`config.mk`:
```
export PLATFORM = sky130hd
export DESIGN_NAME = mips_cpu_mem_arbiter
export DESIGN_NICKNAME = d
export VERILOG_FILES = /design/src/rtl/mips_mem_pkg.sv /design/src/rtl/mips_cpu_mem_arbiter.sv
export SDC_FILE = /design/constraint.sdc
export NUM_CORES = 1
export LEC_CHECK = 0
export ABC_CLOCK_PERIOD_IN_PS = 2800
export CORE_ASPECT_RATIO = 1.5
export CORE_MARGIN = 4
export CORE_UTILIZATION = 43
export CTS_CLUSTER_SIZE = 14
export DETAILED_ROUTE_END_ITERATION = 12
export GPL_TIMING_DRIVEN = 0
export PLACE_DENSITY = 0.95
export SLEW_MARGIN = 0
export SYNTH_ARGS = -nofsm -noshare
export SYNTH_HDL_FRONTEND = slang
export SYNTH_SLANG_ARGS = --single-unit
```
`constraint.sdc`:
```
create_clock -name clk -period 2.8 [get_ports clk]
set_clock_uncertainty 0.1 [all_clocks]
set_input_delay 0.56 -clock clk [delete_from_list [all_inputs] [get_ports clk]]
set_output_delay 0.56 -clock clk [all_outputs]
set_load 0.005 [all_outputs]
```
`src/rtl/mips_mem_pkg.sv`:
```
// Shared types and constants for the CPU memory-port arbiter.
package mips_mem_pkg;

  typedef enum logic [2:0] {
    IDLE   = 3'd0,
    BUS_I  = 3'd1,
    BUS_D  = 3'd2,
    RESP_I = 3'd3,
    RESP_D = 3'd4
  } arb_state_t;

  localparam logic [3:0]  BE_WORD         = 4'b1111;
  localparam logic [31:0] ADDR_ALIGN_MASK = 32'hFFFF_FFFC;

  function automatic logic [31:0] word_align(input logic [31:0] addr);
    return addr & ADDR_ALIGN_MASK;
  endfunction

endpackage

```
`src/rtl/mips_cpu_mem_arbiter.sv`:
```
// Serialises fetch and data requests onto one Avalon port; data wins ties. 3 cycles/txn unstalled
// (strobe N+1, valid N+2); waitrequest freezes the command, requests are only accepted in IDLE.
module mips_cpu_mem_arbiter
  import mips_mem_pkg::*;
(
  input  logic        clk,
  input  logic        reset,
  input  logic        instr_req,
  input  logic [31:0] instr_address,
  output logic [31:0] instr_readdata,
  output logic        instr_valid,
  input  logic        data_read,
  input  logic        data_write,
  input  logic [31:0] data_address,
  input  logic [3:0]  data_byteenable,
  input  logic [31:0] data_writedata,
  output logic [31:0] data_readdata,
  output logic        data_valid,
  output logic [31:0] address,
  output logic        read,
  output logic        write,
  output logic [3:0]  byteenable,
  output logic [31:0] writedata,
  input  logic        waitrequest,
  input  logic [31:0] readdata,
  output logic        protocol_err
);

  arb_state_t  state, state_nx;
  logic [31:0] address_nx, writedata_nx, instr_readdata_nx, data_readdata_nx;
  logic [3:0]  byteenable_nx;
  logic        read_nx, write_nx, instr_valid_nx, data_valid_nx, protocol_err_nx;

  always_ff @(posedge clk) begin
    if (reset) begin
      state          <= IDLE;
      address        <= '0;
      read           <= 1'b0;
      write          <= 1'b0;
      byteenable     <= '0;
      writedata      <= '0;
      instr_readdata <= '0;
      instr_valid    <= 1'b0;
      data_readdata  <= '0;
      data_valid     <= 1'b0;
      protocol_err   <= 1'b0;
    end else begin
      state          <= state_nx;
      address        <= address_nx;
      read           <= read_nx;
      write          <= write_nx;
      byteenable     <= byteenable_nx;
      writedata      <= writedata_nx;
      instr_readdata <= instr_readdata_nx;
      instr_valid    <= instr_valid_nx;
      data_readdata  <= data_readdata_nx;
      data_valid     <= data_valid_nx;
      protocol_err   <= protocol_err_nx;
    end
  end

  always_comb begin
    state_nx = state;
    unique case (state)
      IDLE: begin
        if (data_read || data_write) state_nx = BUS_D;
        else if (instr_req)          state_nx = BUS_I;
      end
      BUS_I:   if (!waitrequest) state_nx = RESP_I;
      BUS_D:   if (!waitrequest) state_nx = RESP_D;
      RESP_I:  state_nx = IDLE;
      RESP_D:  state_nx = IDLE;
      default: state_nx = IDLE;
    endcase
  end

  // Next values of the registered outputs; valid pulses are set on the
  // release edge so they are visible during the RESP cycle.
  always_comb begin
    address_nx        = address;
    read_nx           = read;
    write_nx          = write;
    byteenable_nx     = byteenable;
    writedata_nx      = writedata;
    instr_readdata_nx = instr_readdata;
    data_readdata_nx  = data_readdata;
    instr_valid_nx    = 1'b0;
    data_valid_nx     = 1'b0;
    protocol_err_nx   = protocol_err;
    unique case (state)
      IDLE: begin
        if (data_read || data_write) begin
          address_nx    = word_align(data_address);
          byteenable_nx = data_byteenable;
          writedata_nx  = data_writedata;
          write_nx      = data_write;
          read_nx       = !data_write;
          if (data_read && data_write) protocol_err_nx = 1'b1;
        end else if (instr_req) begin
          address_nx    = word_align(instr_address);
          byteenable_nx = BE_WORD;
          read_nx       = 1'b1;
          write_nx      = 1'b0;
        end
      end
      BUS_I: begin
        if (!waitrequest) begin
          read_nx           = 1'b0;
          instr_readdata_nx = readdata;
          instr_valid_nx    = 1'b1;
        end
      end
      BUS_D: begin
        if (!waitrequest) begin
          read_nx       = 1'b0;
          write_nx      = 1'b0;
          data_valid_nx = 1'b1;
          if (read) data_readdata_nx = readdata;
        end
      end
      default: ;
    endcase
  end

endmodule

```
== Yosys cells after proc, flatten, opt, wreduce, memory -nomap -nowiden ==
Index checks and enable logic that the tools add are counted.

* Output and inout bits: 137
* Logic and storage cells: 55
* Register bits after elaboration: 140
* Bits of input ports: 138

* Muxes and demuxes: 17
* Reduce and logical (&&, ||, !) cells: 18
* Equality and inequality tests: 6
* Bitwise operators: 3

{| class="wikitable"
|+ Operators with widths
! cell !! number
|-
| two-way mux 32 bit || 2
|-
| AND reduction 3 bit || 5
|-
| two-way mux 3 bit || 4
|-
| case mux 3 bit (3 select lines) || 1
|-
| two-way mux 4 bit || 2
|-
| two-way mux 1 bit || 6
|-
| != test 2 bit (second input constant) || 3
|-
| AND reduction 2 bit || 3
|-
| nonzero test 2 bit || 3
|-
| OR reduction 2 bit || 3
|-
| case mux 1 bit (2 select lines) || 2
|-
| == test 3 x 1 -> 1 bit (second input constant) || 1
|-
| == test 3 x 2 -> 1 bit (second input constant) || 1
|-
| logical NOT 3 bit || 1
|-
| != test 3 bit (second input constant) || 1
|-
| NOT 1 bit || 3
|-
| logical AND 1 bit || 1
|-
| logical NOT 1 bit || 1
|-
| logical OR 1 bit || 1
|}

== Depth between registers and ports, before layout ==
Gate-level depths: netlist of run 1.

* Depth after elaboration: 4
* Depth in mapped cells: 6
* Mapped depth without buffers: 3

== Worst setup path before layout of run 1 ==
No wires, ideal clock.

* Path type: input to register
* Start: input waitrequest
* End: register data_readdata[23]
* Path buffers: 2
* Stages: 5
* Library setup time: 0.132 ns
* Data arrival time: 1.475 ns
* Data required time: 2.568 ns
* Slack: 1.092 ns
* Path through: or4b_1 buf_2 buf_6 o21ai_1 a21oi_1

* Cells in the longest elaborated chain, start to end: 2

{| class="wikitable"
|+ RTL lines
! element !! RTL line !! source
|-
| start, declared || mips_cpu_mem_arbiter.sv:24 || <nowiki>input logic waitrequest,</nowiki>
|-
| NOT 1 bit (no source line) || -- ||
|-
| AND reduction 3 bit (no source line) || -- ||
|-
| end signal, assigned || mips_cpu_mem_arbiter.sv:56 || <nowiki>data_readdata <= data_readdata_nx;</nowiki>
|-
| end, declared || mips_cpu_mem_arbiter.sv:17 || <nowiki>output logic [31:0] data_readdata,</nowiki>
|}

No other way between the ends.
A chain may end at the register's enable or synchronous reset.

== Worst setup path in the final report of run 1 ==
* Start: input data_write
* End: register address[29]

* Cells in the longest elaborated chain, start to end: 3
* Elaborated cells on any way between the ends: 4
* Classes of those cells: mux (1); reduce/logical (3)

{| class="wikitable"
|+ RTL lines
! element !! RTL line !! source
|-
| start, declared || mips_cpu_mem_arbiter.sv:13 || <nowiki>input logic data_write,</nowiki>
|-
| logical OR 1 bit * || mips_cpu_mem_arbiter.sv:92 || <nowiki>if (data_read || data_write) begin</nowiki>
|-
| nonzero test 2 bit (no source line) || -- ||
|-
| AND reduction 2 bit (no source line) || -- ||
|-
| end signal, assigned || mips_cpu_mem_arbiter.sv:49 || <nowiki>address <= address_nx;</nowiki>
|-
| end, declared || mips_cpu_mem_arbiter.sv:19 || <nowiki>output logic [31:0] address,</nowiki>
|}

Mark *: on every way between the ends. The rest lies on a longest branch, timed or not.

==> results of run 1 <==
-- through the flow --
stage	worst slack (ns)	hold WS, ns	power (mW)	utilization [%]
finish	0.243	0.355	5.35	72.8
global route	0.134	0.376	5.55	72.8
CTS	0.209	0.355	5.37	72.8
detailed placement	-0.169	0.347	3.14	68.0
global placement	-0.0979	0.341	3.12	68.0
floorplan	1.09	0.353	2.56	-
-- final cells by class --
class | count | area share, %
Buffer | 73 | 4.03
Clock buffer | 20 | 5.05
Clock inverter | 12 | 1.59
Inverter | 1 | 0.0425
Multi-Input combinational cell | 451 | 25.6
Sequential cell | 138 | 31.3
Tap cell | 153 | 2.17
Timing Repair Buffer | 267 | 30.2
-- placed cells by master, fill, tap and decap left out --
cell             synthesis  final
dfxtp_1                138    138
nand3_1                 64     64
clkdlybuf4s50_1          0    267
nor4b_2                  2      2
o21ai_0                 38     38
o211ai_1                 1      1
clkbuf_8                 0      1
bufinv_16                0      2
a311oi_1                30     30
clkbuf_16                0     17
nand2_1                125    125
nor3_2                   1      1
buf_2                   21     21
nor3_1                  11     11
a21oi_1                133    133
or2_2                    1      1
mux2_2                   1      1
inv_1                    1      1
or4b_1                   2      2
clkinvlp_4               0      6
o21ai_1                 27     27
clkinv_4                 0      1
buf_4                    5      5
inv_6                    0      3
maj3_1                   1      1
buf_1                    2      2
nor4_1                   2      2
or3_1                    2      2
conb_1                   1      2
clkbuf_1                40     42
nor2_1                   6      6
a31oi_1                  1      1
or3_4                    1      1
buf_6                    5      5
-- power breakdown --
group	switching [mW]	internal, mW
combinational	0.450	0.513
sequential	0.0617	2.09
clock	0.897	1.35
total	1.41	3.94
-- sequential cells by signal, indices dropped and copies added, names as in the netlist, 3 cells and up --
signal	flops
state	3
address	30
byteenable	4
instr_readdata	32
writedata	32
data_readdata	32
-- critical path, cell delays in order --
cell and delay (ns):
clkdlybuf4s50_1 0.58, nor2_1 0.39, buf_2 0.33, clkbuf_1 0.45
nand2_1 0.13, a311oi_1 0.30
-- worst max path at each step --
stage	startpoint	end	slack (ns)	depth (start not counted)
2_1_floorplan	waitrequest	data_readdata[23]$_SDFFE_PP0P_	1.09	5
3_3_place_gp	data_write	address[29]$_SDFFE_PP0P_	-0.1	6
3_5_place_dp	data_write	address[28]$_SDFFE_PP0P_	-0.17	6
4_1_cts	data_write	address[29]$_SDFFE_PP0P_	0.21	6
5_1_grt	data_write	address[29]$_SDFFE_PP0P_	0.13	6
6_report	data_write	address[29]$_SDFFE_PP0P_	0.24	6
-- cell families (layout without fill, tap and decap cells) --
kind of cell | Yosys count | after routing
AND/OR/NAND/NOR | 217 | 217
AO/OA/AOI/OAI | 230 | 230
adder cells (fa/ha/maj) | 1 | 1
multiplexers | 1 | 1
flip-flops | 138 | 138
buffers and inverters | 74 | 373
other | 1 | 2
-- metal layers --
metal | share of wire (%) | vias up | wire length, um | GRT usage, %
li1 | - | 2907 | - | -
met1 | 35 | 2897 | 7290 | 29.6
met2 | 53 | 296 | 11000 | 50.1
met3 | 7.3 | 58 | 1520 | 7.64
met4 | 4.0 | 0 | 828 | 14.2
met5 | 0 | - | 0 | 0
==> impl_metrics.csv, run 1 <==
group,metric,value,unit
run_status,status,"finished, final reports clean",
yosys,synth_warnings,0,
final_layout,fillCellCount,871,
clock_tree,cts_resized,0,
timing,fin_crit_sh,91.3,%
worst_hold_path,whs_path_depth,2,
global_routing,grt_pass1_wl,32300,um
setup_path,reg2reg_to,"address[29]$_SDFFE_PP0P_",
pwr,powerDensity,606,nW/um2
global_routing,gr-usage-all-layers,28.0,%
yosys,synth_cell_types,27,
yosys,ys.flop_type,"dfxtp_1",
clock_tree,cts.sinks,138,
clock_tree,ctsHoldBuffers,0,
clock_tree,cts.clk_slew.worst_paths,0.06,ns
final_layout,finalNonFillerCells,1115,
floorplanning,start_util,44.4,%
pwr,p_leak,3.11,nW
setup_path,reg2reg_depth,5,
yosys,synth_area,5390,um2
flow_run,drv_cap,0,
timing,fin_crit,2.56,ns
yosys,netlist_top_cells_count,"dfxtp_1 (138), a21oi_1 (133), nand2_1 (125), nand3_1 (64), clkbuf_1 (40)",
drt,post_drt_wl_per_cell,18.5,um
drt,ant_nets,0,
setup_path,cp.arrival,2.76,ns
yosys,ys_top_cells_by_area,"dfxtp_1 (51%), a21oi_1 (12%), nand2_1 (8.7%), nand3_1 (5.9%), a311oi_1 (4.9%)",
pwr,ir_drop,0.412,mV
placement,gp_congestion,0.883,
yosys,synth-compound-area-share,23.5,%
floorplanning,rows,49,
setup_path,reg2reg_from,"state[0]$_SDFFE_PP0P_",
setup_path,crit_path_start_kind,"input port",
clock_tree,post-cts-setup-buffers,0,
yosys,ys_ff_latch,138,
yosys,yosys.area_share.simple,18.0,%
timing,rsz0062_at_grt,"no",
drt,drc,0,
final_layout,flow.area_growth_from_synthesis,64.1,%
global_routing,overflow,0,
yosys,synth.area.mux_share,0.209,%
floorplanning,die-area,14400,um2
clock_tree,tritoncts,"built",
setup_path,crit_path_max_fanout,10,
yosys,synthArstFlopShare,0,%
placement,placed_area,8250,um2
floorplanning,pin_count,275,
clock_tree,htreeDepth,4,
floorplanning,fp.dieH,145,um
placement,portBuffers,267,
timing,setup_violations,0,
worst_hold_path,hold_start,"instr_readdata[26]$_SDFFE_PP0P_",
drt,viasPerCell,5.52,
yosys,syn-instance-count,662,
worst_hold_path,worstHoldPathType,"reg -> reg",
setup_path,rrSetupSlack,0.79,ns
final_layout,multiInputGateArea,2270,um2
clock_tree,root_buffer,"clkbuf_16",
final_layout,drive_above_1_share,6.96,%
final_layout,final_nets,1087,
timing,max-slew-margin-rel,58.0,%
timing,hold_viol,0,
timing,slew_viol_final,0,
yosys,synth-edff-count,0,
clock_tree,numCtsBuffers,17,
clock_tree,clk_path_buf_depth,2,
yosys,syn_avg_cell_area,8.13,um2
setup_path,worstSetupPathType,"in -> reg",
clock_tree,worstSkewPairLatency,0.41,ns
final_layout,diodes,0,
yosys,synth_top_family_by_area,"compound AO/OA/AOI/OAI gates",
drt,first_pass_iters,5,
yosys,synth-seq-area-share,51.3,%
global_routing,grt_max_degree,17,
drt,drt_iter0_drc,276,
timing,max_slew.worst_pin.slew,0.630,ns
yosys,synth.top_cell.area_share,51.3,%
global_routing,antenna_found_initial,0,
drt,vias,6158,
placement,dpl.cell_count,1083,
floorplanning,core,12100,um2
floorplanning,die_x,99.4,um
timing,setup_tns,0,ns
global_routing,grt_pass1_vias,6270,
yosys,synth_xor_area_share,0,%
yosys,yosysMostFrequentCell,"dfxtp_1",
final_layout,design_area,8840,um2
setup_path,critical_path_required,3.00,ns
placement,post-dp-hpwl,15400,um
final_layout,seq_area,2760,um2
worst_hold_path,min_to,"instr_readdata[26]$_SDFFE_PP0P_",
timing,fmax,391,MHz
yosys,yosysTopAreaCell,"dfxtp_1",
setup_path,crit_path_end_kind,"flip-flop",
drt,wl,20700,um
yosys,synth_fa_ha_area_share,0.186,%
Note: power is estimated with default switching activity, not from simulation.
==> run 2: changes to the inputs <==
Settings changed: ABC_CLOCK_PERIOD_IN_PS 2800 to 3000, GPL_TIMING_DRIVEN 0 to default.
Clock period 2.8 ns to 3 ns, I/O delays scaled along.
==> impl_metrics.csv, run 2 (same netlist as run 1, synthesis figures left out) <==
group,metric,value,unit
final_layout,multiInputGateArea,2300,um2
drt,drc,0,
pwr,p_comb_share,16.2,%
pwr,powerDensity,591,nW/um2
clock_tree,ctsHoldBuffers,0,
placement,portBuffers,268,
timing,fin_crit,2.39,ns
timing,setup_violations,0,
pwr,p_leak,3.08,nW
final_layout,seq_area,2760,um2
clock_tree,cts.sinks,138,
final_layout,mostFrequentLayoutCells,"clkdlybuf4s50_1 (267), dfxtp_1 (138), a21oi_1 (133)",
timing,fin_crit_sh,79.5,%
floorplanning,die-area,14400,um2
drt,vias,5857,
setup_path,worstSetupPathType,"reg -> out",
placement,gp_congestion,0.808,
final_layout,finalNonFillerCells,1060,
setup_path,critical_path_required,2.30,ns
setup_path,cpPeakStageDelay,0.68,ns
setup_path,cp.arrival,1.69,ns
drt,post_drt_wl_per_cell,17.6,um
timing,setup_tns,0,ns
timing,timing.final.ws_setup,0.614,ns
setup_path,setup.worst_path.start,"read$_SDFFE_PP0P_",
flow_run,drv_cap,0,
setup_path,worstPathCellList,"clkdlybuf4s50_1",
setup_path,critPathTopFamily,"flip-flops",
worst_hold_path,worstHoldPathType,"reg -> reg",
clock_tree,numCtsBuffers,17,
setup_path,reg2reg_from,"read$_SDFFE_PP0P_",
setup_path,critPathBufInv,1,
clock_tree,htreeDepth,4,
placement,place_ws,0.368,ns
timing,hold_viol,0,
setup_path,crit_path_end_kind,"output pin",
floorplanning,rows,49,
placement,post-dp-hpwl,13000,um
floorplanning,core,12100,um2
global_routing,antenna_found_initial,0,
pwr,ir_drop,0.478,mV
clock_tree,cts.clk_slew.worst_paths,0.06,ns
drt,ant_nets,0,
clock_tree,clk_path_buf_depth,2,
worst_hold_path,hold_start,"instr_readdata[23]$_SDFFE_PP0P_",
clock_tree,root_buffer,"clkbuf_16",
placement,dpl.cell_count,1029,
pwr,p_int,3.91,mW
final_layout,diodes,0,
timing,max-slew-margin-rel,32.2,%
pwr,switching_power,1.27,mW
global_routing,overflow,0,
timing,rsz0062_at_grt,"no",
final_layout,reg_top3,"data_readdata x32, instr_readdata x32, writedata x32",
final_layout,flow.area_growth_from_synthesis,62.8,%
timing,fmax,419,MHz
final_layout,layout_commonest_cell,"clkdlybuf4s50_1",
global_routing,grt_pass1_wl,29000,um
drt,drt_iter0_drc,287,
drt,first_pass_iters,5,
floorplanning,pin_count,275,
global_routing,gr-usage-all-layers,24.9,%
clock_tree,post-cts-setup-buffers,0,
global_routing,grt_pass1_vias,5725,
floorplanning,start_util,44.4,%
clock_tree,worstSkewPairLatency,0.40,ns
drt,wl,18700,um
final_layout,fin_util,72.2,%
setup_path,cp_slowest_cell,"dfxtp_1",
timing,slew_viol_final,0,
floorplanning,die_x,99.4,um
pwr,pwr-share-seq,38.9,%
timing,max_slew.worst_pin.slew,1.02,ns
final_layout,final_nets,1033,
final_layout,drive_above_1_share,6.39,%
final_layout,fillCellCount,863,
drt,viasPerCell,5.53,
clock_tree,cts_resized,0,
setup_path,crit_path_max_fanout,15,
pwr,sw_frac_of_total,24.5,%
clock_tree,tritoncts,"built",
run_status,status,"finished, final reports clean",
pwr,clkPwrFrac,44.9,%
global_routing,grt_max_degree,139,
floorplanning,fp.dieH,145,um
setup_path,crit_path_start_kind,"flip-flop",
[run 2: cell types whose count changed in the layout (fill, tap and decap cells not counted), moves of 2 or more]
cell	before	now
buf_1	2	0
buf_4	5	16
nor4b_2	2	0
buf_6	5	0
nor2_1	6	4
bufinv_16	2	5
clkinv_4	1	3
nor4b_4	0	2
clkinvlp_4	6	3
clkbuf_1	42	0
buf_2	21	0
buf_12	0	3
[run 2: layout make-up]
type	count	share of cell area [%]
well taps	153	2.18
inverters	1	0.0428
clock inverters	13	2.47
multi-input cells	451	26.2
repair buffers	286	32.5
clock buffers	18	5.01
flip-flops and latches	138	31.5
[run 2: path summary, 6_finish.rpt]
check | endpoint | slack [ns] | depth (start not counted)
hold / removal | instr_readdata[23]$_SDFFE_PP0P_ | 0.35 | 2
hold reg to reg | instr_readdata[23]$_SDFFE_PP0P_ | 0.35 | 2
setup reg to reg | data_readdata[8]$_SDFFE_PP0P_ | 0.98 | 3
setup / recovery | read | 0.61 | 1
[run 2: power by group through the flow]
stage	combinational, mW	sequential [mW]	clock, mW
after global placement	0.822	2.05	0
after floorplan	0.345	2.05	0
after CTS	0.841	2.02	2.35
final	0.838	2.02	2.32
after detailed placement	0.836	2.06	0
after global routing	0.902	2.03	2.44
[run 2: per-stage QoR]
step	cell area, um2	power [mW]	hold slack (ns)
after detailed placement	8110	2.89	0.346
after global placement	8110	2.87	0.341
after floorplan	5390	2.39	0.353
final	8770	5.18	0.352
after global routing	8770	5.37	0.376
after CTS	8770	5.21	0.354
[run 2: per-layer routing]
layer | vias up | wire length, um | share of wire [%] | track usage, %
met3 | 59 | 1330 | 7.1 | 7.25
met2 | 251 | 9810 | 52 | 43.8
li1 | 2794 | - | - | -
met4 | 0 | 845 | 4.5 | 13.1
met5 | - | 0 | 0 | 0
met1 | 2753 | 6710 | 36 | 26.5
==> run 3: changes to the inputs <==
Settings changed: ABC_CLOCK_PERIOD_IN_PS 3000 to 2080, CORE_UTILIZATION 43 to 36, PLACE_DENSITY 0.95 to 0.87.
Clock period 3 ns to 2.08 ns, I/O delays scaled along.
==> impl_metrics.csv, run 3 (same netlist as run 1, synthesis figures left out) <==
group,metric,value,unit
timing,fin_crit,1.81,ns
setup_path,cpPeakStageDelay,0.56,ns
drt,ant_nets,0,
placement,portBuffers,268,
clock_tree,cts_resized,0,
global_routing,grt_max_degree,83,
placement,gp_congestion,0.824,
clock_tree,worstSkewPairLatency,0.40,ns
setup_path,critPathTopFamily,"buffers and inverters",
pwr,sw_frac_of_total,25.6,%
pwr,switching_power,1.81,mW
timing,max_slew.worst_pin.slew,1.03,ns
final_layout,layout_commonest_cell,"clkdlybuf4s50_1",
global_routing,grt_pass1_wl,28600,um
setup_path,critical_path_required,1.56,ns
placement,post-dp-hpwl,13000,um
worst_hold_path,worstHoldPathType,"reg -> reg",
floorplanning,start_util,36.9,%
clock_tree,post-cts-setup-buffers,0,
final_layout,multiInputGateArea,2300,um2
pwr,clkPwrFrac,41.3,%
global_routing,gr-usage-all-layers,20.9,%
final_layout,seq_area,2760,um2
floorplanning,die_x,108,um
setup_path,crit_path_max_fanout,2,
drt,first_pass_iters,5,
setup_path,worstPathCellList,"clkdlybuf4s50_1",
pwr,p_int,5.28,mW
clock_tree,root_buffer,"clkbuf_16",
global_routing,antenna_found_initial,0,
timing,slew_viol_final,0,
drt,wl,18300,um
setup_path,crit_path_end_kind,"output pin",
pwr,p_leak,3.12,nW
pwr,pwr-share-seq,40.8,%
timing,fin_crit_sh,87.2,%
final_layout,reg_top3,"data_readdata x32, instr_readdata x32, writedata x32",
final_layout,final_nets,1042,
floorplanning,die-area,17000,um2
drt,drt_iter0_drc,298,
final_layout,mostFrequentLayoutCells,"clkdlybuf4s50_1 (267), dfxtp_1 (138), a21oi_1 (133)",
clock_tree,clk_path_buf_depth,2,
global_routing,overflow,0,
drt,drc,0,
clock_tree,cts.clk_slew.worst_paths,0.06,ns
setup_path,critPathBufInv,1,
pwr,p_comb_share,17.9,%
timing,setup_violations,0,
setup_path,setup.worst_path.start,"byteenable[3]$_SDFFE_PP0P_",
pwr,powerDensity,797,nW/um2
setup_path,cp.arrival,1.30,ns
clock_tree,tritoncts,"built",
setup_path,worstSetupPathType,"reg -> out",
drt,viasPerCell,5.20,
setup_path,reg2reg_from,"state[2]$_SDFFE_PP0P_",
floorplanning,core,14600,um2
final_layout,fillCellCount,1304,
timing,rsz0062_at_grt,"no",
pwr,total_power,7.09,mW
run_status,status,"finished, final reports clean",
drt,vias,5772,
drt,post_drt_wl_per_cell,16.5,um
placement,place_ws,-0.0220,ns
clock_tree,numCtsBuffers,17,
final_layout,flow.area_growth_from_synthesis,65.3,%
timing,fmax,551,MHz
timing,max-slew-margin-rel,31.2,%
floorplanning,fp.dieH,158,um
worst_hold_path,hold_start,"instr_readdata[12]$_SDFFE_PP0P_",
floorplanning,rows,54,
clock_tree,htreeDepth,4,
pwr,ir_drop,0.465,mV
flow_run,drv_cap,0,
timing,timing.final.ws_setup,0.266,ns
global_routing,grt_pass1_vias,5662,
floorplanning,pin_count,275,
timing,holdWs,0.350,ns
setup_path,crit_path_start_kind,"flip-flop",
timing,hold_viol,0,
final_layout,drive_above_1_share,7.21,%
clock_tree,cts.sinks,138,
setup_path,cp_slowest_cell,"clkdlybuf4s50_1",
final_layout,diodes,0,
clock_tree,ctsHoldBuffers,0,
## run 3: per-stage QoR
step	cells	util [%]	setup TNS [ns]	area (um2)
final	1111	61.0	0	8900
after global routing	1111	61.0	0	8900
after global placement	1081	57.1	0	8330
after floorplan	663	-	0	5390
after detailed placement	1081	57.1	-0.0321	8330
after CTS	1111	61.0	0	8900
## run 3: routing by layer
metal  global-route usage (%)  up-vias  part of all wire (%)
met1                     22.3     2706                    37
met3                     6.00       34                   6.9
met2                     38.5      231                    54
met5                        0        -                     0
li1                         -     2801                     -
met4                     8.42        0                   2.9
## run 3: final timing paths
check,slack [ns],endpoint,cells past startpoint
worst max-delay path,0.27,byteenable[3],1
worst min-delay path,0.35,instr_readdata[12]$_SDFFE_PP0P_,2
worst max register to register,0.30,data_readdata[15]$_SDFFE_PP0P_,4
worst min register to register,0.35,instr_readdata[12]$_SDFFE_PP0P_,2
## run 3: power groups by stage
stage	Sequential, mW	Clock [mW]	Combinational, mW
after floorplan	2.95	0	0.497
after global placement	2.94	0	1.26
after detailed placement	2.95	0	1.28
after CTS	2.89	3.00	1.28
after global routing	2.91	3.12	1.38
final	2.89	2.93	1.27
## run 3: final cells by class
type                    instances  share of cell area (%)
repair buffers                295                    33.9
flip-flops and latches        138                    31.0
multi-input cells             451                    25.8
clock buffers                  17                    4.78
well taps                     196                    2.75
clock inverters                13                    1.64
inverters                       1                  0.0422
